==> src/rtl/sr_latch_driver.sv <==
// sr_latch_driver: clocked set/reset command driver for an asynchronous S/R latch with enable
//
// Ports:
//   clk, rst_n         clock, asynchronous active-low reset
//   cmd_valid/ready    command handshake, accept when both high
//   cmd_level          1 = set (Qa->1), 0 = reset (Qa->0), captured on accept
//   S, R, Enable       registered latch drive
//   Qa, Qb             asynchronous latch feedback
//   busy               high from the cycle after accept until done/err
//   done, err          1-cycle completion / timeout pulses
module sr_latch_driver #(
    parameter int PULSE_W = 4,
    parameter int GUARD_W = 2,
    parameter int TIMEOUT = 8,
    parameter int CNT_W   = 8
) (
    input  logic clk,
    input  logic rst_n,
    input  logic cmd_valid,
    input  logic cmd_level,
    output logic cmd_ready,
    output logic S,
    output logic R,
    output logic Enable,
    input  logic Qa,
    input  logic Qb,
    output logic busy,
    output logic done,
    output logic err
);
    typedef enum logic [2:0] {IDLE, SETUP, PULSE, HOLD, CHECK} state_t;

    state_t           state;
    logic [CNT_W-1:0] cnt;
    logic             lvl;
    logic             qa_m, qa_s, qb_m, qb_s;
    logic             accept, match, expired;

    assign accept  = cmd_valid && cmd_ready;
    // 00 and 11 can never equal {lvl, ~lvl}, so they always count as a mismatch
    assign match   = (qa_s == lvl) && (qb_s == ~lvl);
    assign expired = cnt == '0;

    always_ff @(posedge clk or negedge rst_n) begin
        if (!rst_n) begin
            qa_m <= 1'b0;
            qa_s <= 1'b0;
            qb_m <= 1'b0;
            qb_s <= 1'b0;
        end else begin
            qa_m <= Qa;
            qa_s <= qa_m;
            qb_m <= Qb;
            qb_s <= qb_m;
        end
    end

    always_ff @(posedge clk or negedge rst_n) begin
        if (!rst_n) begin
            state     <= IDLE;
            cnt       <= '0;
            lvl       <= 1'b0;
            cmd_ready <= 1'b0;
            S         <= 1'b0;
            R         <= 1'b0;
            Enable    <= 1'b0;
            busy      <= 1'b0;
            done      <= 1'b0;
            err       <= 1'b0;
        end else begin
            done <= 1'b0;
            err  <= 1'b0;
            case (state)
                IDLE: begin
                    cmd_ready <= !accept;
                    if (accept) begin
                        state  <= SETUP;
                        lvl    <= cmd_level;
                        cnt    <= CNT_W'(GUARD_W - 1);
                        Enable <= 1'b1;
                        busy   <= 1'b1;
                    end
                end
                SETUP: begin
                    cnt <= expired ? CNT_W'(PULSE_W - 1) : cnt - 1'b1;
                    if (expired) begin
                        state <= PULSE;
                        S     <= lvl;
                        R     <= !lvl;
                    end
                end
                PULSE: begin
                    cnt <= expired ? CNT_W'(GUARD_W - 1) : cnt - 1'b1;
                    if (expired) begin
                        state <= HOLD;
                        S     <= 1'b0;
                        R     <= 1'b0;
                    end
                end
                HOLD: begin
                    cnt <= expired ? CNT_W'(TIMEOUT - 1) : cnt - 1'b1;
                    if (expired) begin
                        state  <= CHECK;
                        Enable <= 1'b0;
                    end
                end
                CHECK: begin
                    cnt <= cnt - 1'b1;
                    if (match || expired) begin
                        state     <= IDLE;
                        done      <= match;
                        err       <= !match;
                        cmd_ready <= 1'b1;
                        busy      <= 1'b0;
                    end
                end
                default: state <= IDLE;
            endcase
        end
    end
endmodule

==> config.mk <==
export PLATFORM = sky130hd
export DESIGN_NAME = sr_latch_driver
export DESIGN_NICKNAME = d
export VERILOG_FILES = /design/src/rtl/sr_latch_driver.sv
export SDC_FILE = /design/constraint.sdc
export NUM_CORES = 1
export LEC_CHECK = 0
export ABC_AREA = 1
export ABC_CLOCK_PERIOD_IN_PS = 1600
export CORE_ASPECT_RATIO = 0.9
export CORE_MARGIN = 8
export CORE_UTILIZATION = 50
export CTS_CLUSTER_DIAMETER = 200
export DETAILED_ROUTE_END_ITERATION = 10
export DONT_BUFFER_PORTS = 1
export SLEW_MARGIN = 40
export SYNTH_ARGS = -nofsm -noshare
export SYNTH_HDL_FRONTEND = slang
export SYNTH_SLANG_ARGS = --single-unit
==> constraint.sdc <==
create_clock -name clk -period 1.6 [get_ports clk]
set_input_delay 0.32 -clock clk [delete_from_list [all_inputs] [get_ports clk]]
set_output_delay 0.32 -clock clk [all_outputs]
set_load 0.005 [all_outputs]
==> run metrics <==
outcome complete, no violations; buffers and inverters on the worst path 2; Tightest Pin Transition 0.509 ns; FP Rows 17; destination of the worst hold path lvl$_DFFE_PN0P_; average cell area after synthesis 8.12 um^2; internal reg-to-reg setup slack 0.17 ns; final hold violation count 0; die outline width 68.0 um; PwrDens 667 nW/um^2; worst reg-to-reg path cell count 9; initial standard-cell utilization of the core 51.1%; share of the yosys chip area belonging to registers 47.3%; DRC marker count from the first detailed-route iteration 62; initial antenna violation count 0; count of different cell masters after synthesis 25; origin of the worst min-delay path cmd_level; CP Capture Type flop; fraction of layout cells with a size suffix above 1 15.8%; clk root buf sky130_fd_sc_hd__clkbuf_4; largest family of logic cells by synthesized area simple AND/OR/NAND/NOR gates; # placed instances 178; dpl ws 0.195 ns; critical path start-end classification reg2reg; cell count after synthesis 150; Most Frequent Cell on Critical Path sky130_fd_sc_hd__nand2_1; post-detailed-placement half-perimeter wirelength 1760 um; post-synthesis mux area share 0%; sum of internal, switching and leakage power 0.877 mW; mean number of vias per cell 4.94; Clock Skew 0.00305 ns; simple-gate share of the synthesized area 36.6%; maximum vdd ir drop 0.563 mV; number of nets with antenna violations after detailed routing 0; setup ws final 0.172 ns; Area Overhead vs Synth 8.02%; total length of routed wires 2300 um; max-slew violation count 0; synthesis warning total 0; detailed-route via count 918; delay-heaviest family, CP flip-flops; ports placed on the boundary 13; final setup fails 0; highest attainable clock frequency 700 MHz; post-layout minimum cycle time 1.43 ns; startpoint types flop; unrepaired setup endpoints after global routing false; placeable core area 2380 um^2; number of buffers on the longest clock path 2; insertion delay of the later-clocked pin in the worst-skew pair 0.31 ns; Hold Path Stages 2; overall fraction of global-route tracks in use 12.5%; xor and xnor fraction of the mapped netlist area 1.44%; Total Die Area 4270 um^2; slowest stage cell, crit path sky130_fd_sc_hd__dfrtp_1; required time at the endpoint of the critical path 1.82 ns; Nets 167; routed length per placed instance 12.4 um; biggest cell delay along the critical path 0.43 ns; biggest fanout along the worst timing path 6; DRT Pass-1 Iters 4; total CTS buffers 3; count of state elements after synthesis 23; Final Instance Count excl. Fillers 186; Post-Synth Adder-Cell Area 2.06%; critical-path cell list inv_1, ha_1, nand2_1, inv_2, nand2_2, a21boi_2, nand2_1, nand2_1, nand2_1; antenna diode count 0; class of the tightest hold or removal check in2reg; Post-route DRC 0; vias in the first global route 921; post-CTS setup repair buffer count 0; routability cong. 0.842; Mapped Nets 158; count of buffers from port buffering 0; post-synthesis compound-gate area fraction 5.55%; first-pass GRT wire length 4240 um; CTS H-tree lvls 1; FF-to-FF Start cnt[0]$_DFFE_PN0P_; cell area after technology mapping 1220 um^2; GRT overflow 0; die height 62.8 um; Sink Count 23; CTS tree built; Post-Place Cell Area 1250 um^2; clock-pin slew of the registers on the worst-case setup and hold paths 0.12 ns; final clock period utilization by the worst path 89.3%; post-cts gate resize count 0; Max-Cap Viols 0; RR Endpoint state[1]$_DFFE_PN0P_; setup total negative slack 0 ns; arrival time of the worst setup path 1.65 ns; Layout Cell Area excl Fill 1320 um^2; Static Leakage 0.720 nW; worst slew margin relative to its limit 66.1%; maximum number of pins on one net before global-route repair 24
cell families (layout without fill, tap and decap cells):
| family | after synthesis | after routing |
|---|---|---|
| AOI/OAI and AO/OA | 11 | 11 |
| buffers and inverters | 23 | 31 |
| adders and majority gates | 2 | 2 |
| DFF | 23 | 23 |
| and+or+nand+nor | 89 | 89 |
| xor gates and xnor gates | 2 | 2 |
cells in the final DEF, fill, tap and decap left out, types with 2 or more instances in the layout:
master / instances
sky130_fd_sc_hd__nand2_1: 47
sky130_fd_sc_hd__dfrtp_1: 23
sky130_fd_sc_hd__inv_1: 18
sky130_fd_sc_hd__nor2_1: 12
sky130_fd_sc_hd__nand3_1: 7
sky130_fd_sc_hd__o21ai_0: 5
sky130_fd_sc_hd__inv_2: 5
sky130_fd_sc_hd__nand2_2: 4
sky130_fd_sc_hd__and3_1: 3
sky130_fd_sc_hd__nand3_2: 3
sky130_fd_sc_hd__a21oi_1: 3
sky130_fd_sc_hd__nand3b_1: 3
sky130_fd_sc_hd__nand4_1: 3
sky130_fd_sc_hd__clkbuf_4: 3
sky130_fd_sc_hd__dlygate4sd3_1: 3
sky130_fd_sc_hd__xor2_1: 2
sky130_fd_sc_hd__ha_1: 2
cell usage after synthesis:
cell type,number,area [um^2]
sky130_fd_sc_hd__nand3b_1,3,22.5
sky130_fd_sc_hd__o21ai_0,5,25.0
sky130_fd_sc_hd__ha_1,2,25.0
sky130_fd_sc_hd__nor2_2,1,6.26
sky130_fd_sc_hd__xor2_1,2,17.5
sky130_fd_sc_hd__nor2_1,12,45.0
sky130_fd_sc_hd__and3_1,3,18.8
sky130_fd_sc_hd__nand3b_4,1,20.0
sky130_fd_sc_hd__nand3_1,7,35.0
sky130_fd_sc_hd__o21ai_2,1,8.76
sky130_fd_sc_hd__nand3_2,3,30.0
sky130_fd_sc_hd__a21oi_1,3,15.0
sky130_fd_sc_hd__nand2_1,47,176
sky130_fd_sc_hd__nand4_1,3,18.8
sky130_fd_sc_hd__a21boi_2,1,11.3
sky130_fd_sc_hd__or2_1,1,6.26
sky130_fd_sc_hd__inv_1,18,67.6
sky130_fd_sc_hd__nor2_4,1,11.3
sky130_fd_sc_hd__and2_4,1,8.76
sky130_fd_sc_hd__nand2_2,4,25.0
sky130_fd_sc_hd__dfrtp_1,23,576
sky130_fd_sc_hd__inv_2,5,18.8
sky130_fd_sc_hd__o21bai_1,1,7.51
sky130_fd_sc_hd__nand2_4,1,11.3
sky130_fd_sc_hd__nor3_2,1,10.0
how the worst max path moves through the flow:
stage                            start                   end  slack (ns)  cells after the start
floorplan           cnt[0]$_DFFE_PN0P_  state[0]$_DFFE_PN0P_        0.31                      9
finish              cnt[0]$_DFFE_PN0P_  state[1]$_DFFE_PN0P_        0.17                      9
CTS                 cnt[0]$_DFFE_PN0P_  state[1]$_DFFE_PN0P_        0.17                      9
global route        cnt[0]$_DFFE_PN0P_  state[1]$_DFFE_PN0P_        0.04                      9
global placement    cnt[0]$_DFFE_PN0P_  state[1]$_DFFE_PN0P_        0.22                      9
detailed placement  cnt[0]$_DFFE_PN0P_  state[1]$_DFFE_PN0P_        0.20                      9
flip-flops by register name (all words and copies together), names as in the netlist:
name       count
cnt            8
state          3
Enable         1
R              1
S              1
busy           1
cmd_ready      1
done           1
err            1
lvl            1
qa_m           1
qa_s           1
qb_m           1
qb_s           1
layer usage:
metal	track usage [%]	up-vias	routed length (um)
met2	16.3	19	933
met1	18.5	411	1200
met3	5.02	2	149
met4	3.07	0	18
met5	0	-	0
li1	-	486	-
repair_timing:
action	4_1_cts	5_1_grt
hold buffers	1	3
endpoints found under the setup margin	0	0
hold endpoints to repair	23	25
report_power, final:
part	switching, mW	total [mW]	leakage, nW	internal, mW
clock network	0.174	0.267	0.0177	0.0936
logic	0.0149	0.0220	0.437	0.00701
registers	0.00136	0.588	0.266	0.586
total	0.190	0.877	0.720	0.687
final cells by class:
| type | instances | area (um^2) |
|---|---|---|
| fill | 229 | 1070 |
| tap | 28 | 35.0 |
| clock buffer | 3 | 22.5 |
| multi-input combinational | 104 | 556 |
| sequential | 23 | 576 |
| timing repair buffer | 4 | 35.0 |
| clock inverter | 1 | 5.00 |
| inverter | 23 | 86.3 |
through the flow:
stage	hold slack, ns	utilization, %
after global routing	0.161	55.2
after global placement	0.0250	52.6
final	0.154	55.2
after detailed placement	0.0251	52.6
after floorplan	0.0244	-
after CTS	0.00502	54.1
(Power assumes the default switching activity.)
